[config.mk]
export PLATFORM = sky130hd
export DESIGN_NAME = wbdram_arbiter
export DESIGN_NICKNAME = d
export VERILOG_FILES = /design/src/rtl/wbdram_arbiter.sv
export SDC_FILE = /design/constraint.sdc
export NUM_CORES = 1
export LEC_CHECK = 0
export CORE_AREA = 2 2 348 350
export CTS_BUF_LIST = sky130_fd_sc_hd__clkbuf_4 sky130_fd_sc_hd__clkbuf_8
export DETAILED_ROUTE_END_ITERATION = 6
export DIE_AREA = 0 0 350 352
export PLACE_DENSITY_LB_ADDON = 0.25
export RECOVER_POWER = 100
export SLEW_MARGIN = 0
export SYNTH_ARGS = -nofsm -noshare
export SYNTH_HDL_FRONTEND = slang
export SYNTH_SLANG_ARGS = --single-unit
export TNS_END_PERCENT = 10
[constraint.sdc]
create_clock -name i_clk -period 4.75 [get_ports i_clk]
set_input_delay 1.425 -clock i_clk [delete_from_list [all_inputs] [get_ports i_clk]]
set_output_delay 1.425 -clock i_clk [all_outputs]
set_load 0.005 [all_outputs]
[src/rtl/wbdram_arbiter.sv]
// Two-master round-robin Wishbone arbiter in front of the pipelined DDR3 controller port.
// Ownership changes only after in-flight requests drain, always with a CYC-low gap.
module wbdram_arbiter #(
  parameter int AW      = 24,
  parameter int DW      = 128,
  parameter int LGHOLD  = 8,
  parameter int LGOUTST = 5
) (
  input  logic              i_clk,
  input  logic              i_reset,

  input  logic              i_a_cyc,
  input  logic              i_a_stb,
  input  logic              i_a_we,
  input  logic [AW-1:0]     i_a_addr,
  input  logic [DW-1:0]     i_a_data,
  input  logic [DW/8-1:0]   i_a_sel,
  output logic              o_a_stall,
  output logic              o_a_ack,
  output logic              o_a_err,
  output logic [DW-1:0]     o_a_data,

  input  logic              i_b_cyc,
  input  logic              i_b_stb,
  input  logic              i_b_we,
  input  logic [AW-1:0]     i_b_addr,
  input  logic [DW-1:0]     i_b_data,
  input  logic [DW/8-1:0]   i_b_sel,
  output logic              o_b_stall,
  output logic              o_b_ack,
  output logic              o_b_err,
  output logic [DW-1:0]     o_b_data,

  output logic              o_wb_cyc,
  output logic              o_wb_stb,
  output logic              o_wb_we,
  output logic [AW-1:0]     o_wb_addr,
  output logic [DW-1:0]     o_wb_data,
  output logic [DW/8-1:0]   o_wb_sel,
  input  logic              i_wb_stall,
  input  logic              i_wb_ack,
  input  logic              i_wb_err,
  input  logic [DW-1:0]     i_wb_data
);

  typedef enum logic [1:0] {IDLE, GRANT, DRAIN, ABORT} state_t;

  localparam logic [LGOUTST-1:0] OUT_MAX  = '1;
  localparam logic [LGOUTST-1:0] OUT_ONE  = {{(LGOUTST-1){1'b0}}, 1'b1};
  localparam logic [LGHOLD-1:0]  HOLD_MAX = '1;
  localparam logic [LGHOLD-1:0]  HOLD_ONE = {{(LGHOLD-1){1'b0}}, 1'b1};

  state_t               state_reg, state_next;
  logic                 owner_reg, owner_next;
  logic                 last_reg, last_next;
  logic [LGOUTST-1:0]   outst_reg, outst_next, outst_step;
  logic [LGHOLD-1:0]    hold_reg, hold_next;

  logic                 own_cyc, own_stb, oth_cyc;
  logic                 full, live, stb_out, accept, pick_b;

  // Owner-side request mux; non-owner request lines are ignored.
  assign own_cyc = owner_reg ? i_b_cyc : i_a_cyc;
  assign own_stb = owner_reg ? i_b_stb : i_a_stb;
  assign oth_cyc = owner_reg ? i_a_cyc : i_b_cyc;

  assign full    = (outst_reg == OUT_MAX);
  assign live    = (state_reg == GRANT) || (state_reg == DRAIN);
  assign stb_out = (state_reg == GRANT) && own_cyc && own_stb && !full;
  assign accept  = stb_out && !i_wb_stall;

  // On a tie the master that was not served last wins.
  assign pick_b  = (i_a_cyc && i_b_cyc) ? ~last_reg : i_b_cyc;

  always_comb begin
    outst_step = outst_reg;
    case ({accept, i_wb_ack})
      2'b10:   outst_step = outst_reg + OUT_ONE;
      2'b01:   outst_step = outst_reg - OUT_ONE;
      default: outst_step = outst_reg;
    endcase
  end

  always_ff @(posedge i_clk) begin
    if (i_reset) begin
      state_reg <= IDLE;
      owner_reg <= 1'b0;
      last_reg  <= 1'b1;
      outst_reg <= '0;
      hold_reg  <= '0;
    end else begin
      state_reg <= state_next;
      owner_reg <= owner_next;
      last_reg  <= last_next;
      outst_reg <= outst_next;
      hold_reg  <= hold_next;
    end
  end

  always_comb begin
    state_next = state_reg;
    owner_next = owner_reg;
    last_next  = last_reg;
    outst_next = outst_reg;
    hold_next  = hold_reg;
    case (state_reg)
      IDLE: begin
        outst_next = '0;
        if (i_a_cyc || i_b_cyc) begin
          state_next = GRANT;
          owner_next = pick_b;
          last_next  = pick_b;
          hold_next  = '0;
        end
      end
      GRANT: begin
        outst_next = outst_step;
        if (oth_cyc && (hold_reg != HOLD_MAX))
          hold_next = hold_reg + HOLD_ONE;
        if (!own_cyc) begin
          state_next = IDLE;
          outst_next = '0;
        end else if (i_wb_err) begin
          state_next = ABORT;
          outst_next = '0;
        end else if (oth_cyc && (hold_reg == HOLD_MAX)) begin
          state_next = DRAIN;
        end
      end
      DRAIN: begin
        outst_next = outst_step;
        if (!own_cyc) begin
          state_next = IDLE;
          outst_next = '0;
        end else if (i_wb_err) begin
          state_next = ABORT;
          outst_next = '0;
        end else if (outst_step == '0) begin
          state_next = IDLE;
        end
      end
      ABORT: begin
        outst_next = '0;
        if (!own_cyc)
          state_next = IDLE;
      end
      default: begin
        state_next = IDLE;
        outst_next = '0;
      end
    endcase
  end

  always_comb begin
    o_wb_cyc  = live;
    o_wb_stb  = stb_out;
    o_wb_we   = owner_reg ? i_b_we   : i_a_we;
    o_wb_addr = owner_reg ? i_b_addr : i_a_addr;
    o_wb_data = owner_reg ? i_b_data : i_a_data;
    o_wb_sel  = owner_reg ? i_b_sel  : i_a_sel;

    // Only the owner in GRANT can ever see stall low.
    o_a_stall = !((state_reg == GRANT) && !owner_reg && !i_wb_stall && !full);
    o_b_stall = !((state_reg == GRANT) &&  owner_reg && !i_wb_stall && !full);

    o_a_ack   = i_wb_ack && live && !owner_reg;
    o_b_ack   = i_wb_ack && live &&  owner_reg;
    o_a_err   = i_wb_err && live && !owner_reg;
    o_b_err   = i_wb_err && live &&  owner_reg;

    o_a_data  = i_wb_data;
    o_b_data  = i_wb_data;
  end

endmodule

# Word-level counts from Yosys, hierarchy flattened

Cells that the tools add are included.

Bits in latches: 0
Logic and storage cells: 80
Memories kept: 0
Bits in writable memories: 0
Bits of input ports: 475
Bits in read-only memories: 0
Register bits: 17
Output and inout port bits: 433

Order comparisons: 0
Bitwise gates (word level): 1
Reduce and logical (&&, ||, !) cells: 34
Divide/modulo/power cells: 0
Add/subtract/negate cells: 3
Multiplexer cells: 24
Equality and inequality tests: 13
Multipliers: 0
Shifts and indexed selects: 0

Operators with widths:

| cell                | count |
|---|---|
| $mux 128            | 1 |
| $mux 24             | 1 |
| $pmux 5 s2          | 2 |
| $logic_and 1x1->1   | 19 |
| $mux 16             | 1 |
| $mux 2              | 8 |
| $mux 8              | 2 |
| $pmux 8 s2          | 1 |
| $mux 5              | 2 |
| $add 8x1->8 const B | 1 |
| $eq 8x8->1 const B  | 1 |
| $ne 4x3->1 const B  | 2 |
| $ne 8x8->1 const B  | 1 |
| $pmux 2 s4          | 1 |
| $eq 2x2->1 const B  | 3 |
| $add 5x1->5 const B | 1 |
| $eq 5x5->1 const B  | 1 |
| $logic_not 1->1     | 5 |
| $logic_not 5->1     | 1 |
| $mux 1              | 5 |
| $sub 5x1->5 const B | 1 |
| $eq 2x1->1 const B  | 2 |
| $ne 2x2->1 const B  | 2 |
| $reduce_and 4->1    | 1 |
| 8 further kinds     | 10 |

# Logic depth before layout (Yosys ltp)

Depth after elaboration: 12
Mapped depth: 13
Gate-level depth less buffers: 13

# Worst setup path before layout

OpenSTA, ideal clock, no wires.

Kind: input -> register
From: input i_a_cyc
To: register state_reg[0]
Setup time: 124 ps
Setup slack: 941 ps
Arrival: 3684 ps
Stages: 11
Buffers on the path: 1
Cell sequence: buf_4 > mux2i_1 > nor2_1 > nand2_1 > ha_1 > ha_1 > or4b_1 > o311a_1 > and3_4 > o31ai_1 > nand3_1

Longest elaborated chain between the ends: 10
Elaborated cells between the ends (all ways): 20
Classes of those cells: eq/ne: 6; mux: 6; reduce/logical: 8

RTL lines:

| element                                         | RTL line | text |
|---|---|---|
| start: declaration                              | 12       | `input logic i_a_cyc,` |
| $mux 1                                          | 63       | `assign own_cyc = owner_reg ? i_b_cyc : i_a_cyc;` |
| $logic_and 1x1->1 (3 in a row)                  | 69       | `assign stb_out = (state_reg == GRANT) && own_cyc && own_stb && !full;` |
| $logic_and 1x1->1                               | 70       | `assign accept = stb_out && !i_wb_stall;` |
| $eq 2x1->1 / $eq 2x2->1 (equally long branches) | 77       | `case ({accept, i_wb_ack})` |
| $pmux 5 s2                                      | 77       |  |
| $logic_not 5->1                                 | 138      | `end else if (outst_step == '0) begin` |
| $ne 4x3->1 (no line)                            | n/a      |  |
| $reduce_and 4->1 (no line)                      | n/a      |  |
| end signal: assignment                          | 92       | `state_reg <= state_next;` |
| end: declaration                                | 53       | `state_t state_reg, state_next;` |

Parallel ways exist; a longest one is shown, timed or not.
A chain may end at the register's enable or synchronous reset.

# Final worst setup path

From: input i_b_cyc
To: output o_wb_stb

Longest elaborated chain between the ends: 4

RTL lines:

| element                        | RTL line | text |
|---|---|---|
| start: declaration             | 23       | `input logic i_b_cyc,` |
| $mux 1                         | 63       |  |
| $logic_and 1x1->1 (3 in a row) | 69       |  |
| end: declaration               | 35       | `output logic o_wb_stb,` |

Every way passes these cells.

==> summary.md <==
| Metric | Value |
|---|---|
| Area grow syn2layout | `94.9%` |
| Setup ws final | `0.225 ns` |
| Vias after detailed routing | `5499` |
| Leak Pwr | `3.14 nW` |
| Post-DP HPWL | `58400 um` |
| Initial antenna violation count | `25` |
| RR Endpoint | `state_reg[1]` |
| Max transition margin | `35.3%` |
| Synthesized area | `5310 um^2` |
| Sw Pwr | `0.00101 W` |
| Yosys cell types | `49` |
| Worst R2R Start | `owner_reg` |
| R2R cell count | `11` |
| Number of synthesized flops with an enable pin | `0` |
| Max Fclk | `0.221 GHz` |
| Post-synthesis simple-gate area fraction | `8.11%` |
| Post_cts resized | `0` |
| DRC viols | `0` |
| Synthesized instance count | `610` |
| Skew-Pair Late Insertion Delay | `0.26 ns` |
| Total global routing overflow | `0` |
| Clock Path Buffers | `2` |
| CP arrival | `3.10 ns` |
| Place WS | `0.147 ns` |
| Async set or reset register ratio after synthesis | `0%` |
| Global-route wire length before repair | `73400 um` |
| Post-CTS setup buffer count | `0` |
| Period utilisation layout | `95.3%` |
| GPL Wtd Cong | `0.753` |
| DR iter-0 viols | `208` |
| Net Sw Frac | `48.9%` |
| Critical Path Sink | `o_wb_stb` |
| Critical path startpoint | `i_b_cyc` |
| Sequential share of the synthesized area | `6.42%` |
| Min Clock Period, post-route | `4.53 ns` |
| Multiplexer share of the synthesized area | `38.1%` |
| Flop pwr share | `9.1%` |
| Die area | `123000 um^2` |
| Pint | `0.00106 W` |
| Synth Warn # | `0` |
| Final Util | `8.66%` |
| Synth Register Bits | `17` |
| Max cap viols | `0` |
| Worst Path Required | `3.32 ns` |
| Overall power | `0.00207 W` |
| XOR/XNOR share of the synthesized area | `1.49%` |
| Largest register FFs | `8` |
| Reg2reg setup slack | `1.32 ns` |
| Ys flop type | `dfxtp_1` |
| Root Buffer | `clkbuf_8` |
| Endpoints failing hold | `0` |
| Outcome | `finished, final reports clean` |
| Hold WC Path Type | `register to register` |
| Synth Net Count | `1095` |
| Port bufs | `523` |
| Num CTS Buffers | `3` |
| Clock tree sinks | `17` |
| Routed WL per cell | `25.1 um` |
| Largest family of logic cells by synthesized area | `buffers and inverters` |
| Die X-Extent | `350 um` |
| Layout fillers | `13887` |
| Compound-cell area share of the yosys netlist | `4.41%` |
| Clock transition at path regs | `0.07 ns` |
| Register area | `344 um^2` |
| Via/cell ratio | `2.22` |
| Layout cells sized above 1 | `21.5%` |
| RSZ-0062 raised after global routing | `false` |
| Post-route design area | `10300 um^2` |
| Slew Limit Fails | `0` |
| Hold buffers post-CTS | `0` |
| Final #Nets | `1352` |
| Setup TNS | `0 ns` |
| Initial Util | `4.45%` |
| Setup violations, final | `0` |
| I/O Pins | `908` |
| Comb power frac | `85.4%` |
| Post-synthesis adder-cell area fraction | `2.50%` |
| Critical path class | `input pin to output pin` |
| Area after DPL | `10500 um^2` |
| Clk_skew | `0.00417 ns` |
| Startpoint types | `input pin` |
| Multi-input logic area | `2860 um^2` |
| Routed Antenna Nets | `0` |
| Final WL | `62300 um` |
| Rows | `127` |
| Peak supply drop | `0.0000911 V` |
| Number of global-route vias before repair | `5946` |
| CTS H-Tree Depth | `1` |
| Crit end category | `output pin` |
| Worst-Margin Slew | `0.975 ns` |
| Die Y | `352 um` |
| Largest net degree at the start of global routing | `65` |
| DRT Pass-1 Iters | `4` |
| Crit-path max FO | `7` |
| Clock Power Share | `5.5%` |
| Overall routing resource usage | `9.51%` |
| Core Area | `119000 um^2` |
| Power density cells | `200 nW/um^2` |
| Syn Area/Cell | `8.70 um^2` |
| CTS tree | `done` |
[power groups by stage]
stage	Combinational (W)	Sequential [W]	Clock, W
6_report	0.00177	0.000188	0.000115
5_1_grt	0.00191	0.000192	0.000125
4_1_cts	0.00197	0.000190	0.000117
3_5_place_dp	0.00195	0.000193	0
3_3_place_gp	0.00196	0.000192	0
2_1_floorplan	0.000807	0.000175	0
[worst max-delay path: stages]
cell	delay [ns]
dlygate4sd3_1	0.68
mux2i_1	0.21
nor3_1	0.24
clkdlybuf4s50_1	0.54
[through the flow]
step	std cells	hold slack, ns
global placement	2474	0.472
finish	2482	0.502
CTS	2478	0.508
detailed placement	2474	0.489
global route	2479	0.536
floorplan	610	0.460
[layout by cell type, fill, tap and decap left out, types with 3 or more instances in the layout]
master / instances
a2111oi_0: 3
a211oi_1: 4
a21oi_1: 8
buf_4: 6
clkbuf_1: 47
clkbuf_8: 3
clkdlybuf4s50_1: 350
dfxtp_1: 16
diode_2: 4
dlygate4sd3_1: 127
ha_1: 9
inv_1: 7
mux2_1: 6
mux2_2: 166
mux2i_1: 8
nand2_1: 10
nand3_1: 7
nand4_1: 4
nor2_1: 22
nor3_1: 8
nor3b_1: 5
xnor2_1: 7
[Yosys cell counts, drive strengths merged (2+ instances only)]
master / number / area (um^2)
buf: 273 / 2020
mux2: 172 / 1940
nor2: 22 / 82.6
dfxtp: 17 / 340
nand2: 10 / 37.5
ha: 9 / 113
a21oi: 8 / 40.0
mux2i: 8 / 80.1
nor3: 8 / 40.0
clkbuf: 7 / 26.3
inv: 7 / 26.3
nand3: 7 / 35.0
xnor2: 7 / 61.3
nor3b: 6 / 50.1
nand4: 5 / 37.5
a211oi: 4 / 30.0
a2111oi: 3 / 45.0
and3: 3 / 23.8
nand2b: 2 / 12.5
nor2b: 2 / 12.5
nor4: 2 / 12.5
nor4b: 2 / 17.5
o21ai: 2 / 10.0
o311a: 2 / 20.0
o31ai: 2 / 15.0
or2: 2 / 12.5
or3: 2 / 12.5
xor2: 2 / 17.5
[worst min-delay path by stage]
stage / start / endpoint / depth (start not counted)
after floorplan: last_reg / last_reg / 1
after CTS: last_reg / last_reg / 1
final: last_reg / last_reg / 1
after detailed placement: last_reg / last_reg / 1
after global placement: last_reg / last_reg / 1
after global routing: last_reg / last_reg / 1
[routing by layer]
metal / part of all wire (%) / vias to the layer above / GRT usage (%)
li1: - / 2356 / -
met1: 40 / 2500 / 11.2
met2: 37 / 558 / 12.4
met3: 21 / 61 / 8.39
met4: 2.7 / 24 / 2.41
met5: 0.26 / - / 0
[logic make-up after synthesis]
family          Yosys count
xor+xnor                  9
buf+inv                 287
compound gates           29
mux                     180
simple gates             78
flops                    17
fa+ha+maj                10
[cell type report]
cell class | instances | share of cell area [%]
Timing Repair Buffer | 532 | 48.7
Multi-Input combinational cell | 306 | 27.7
Tap cell | 1612 | 19.5
Sequential cell | 17 | 3.33
Clock buffer | 3 | 0.399
Inverter | 7 | 0.254
Antenna cell | 4 | 0.0968
Clock inverter | 1 | 0.0484
No activity file was read; power rests on OpenSTA's default activity.
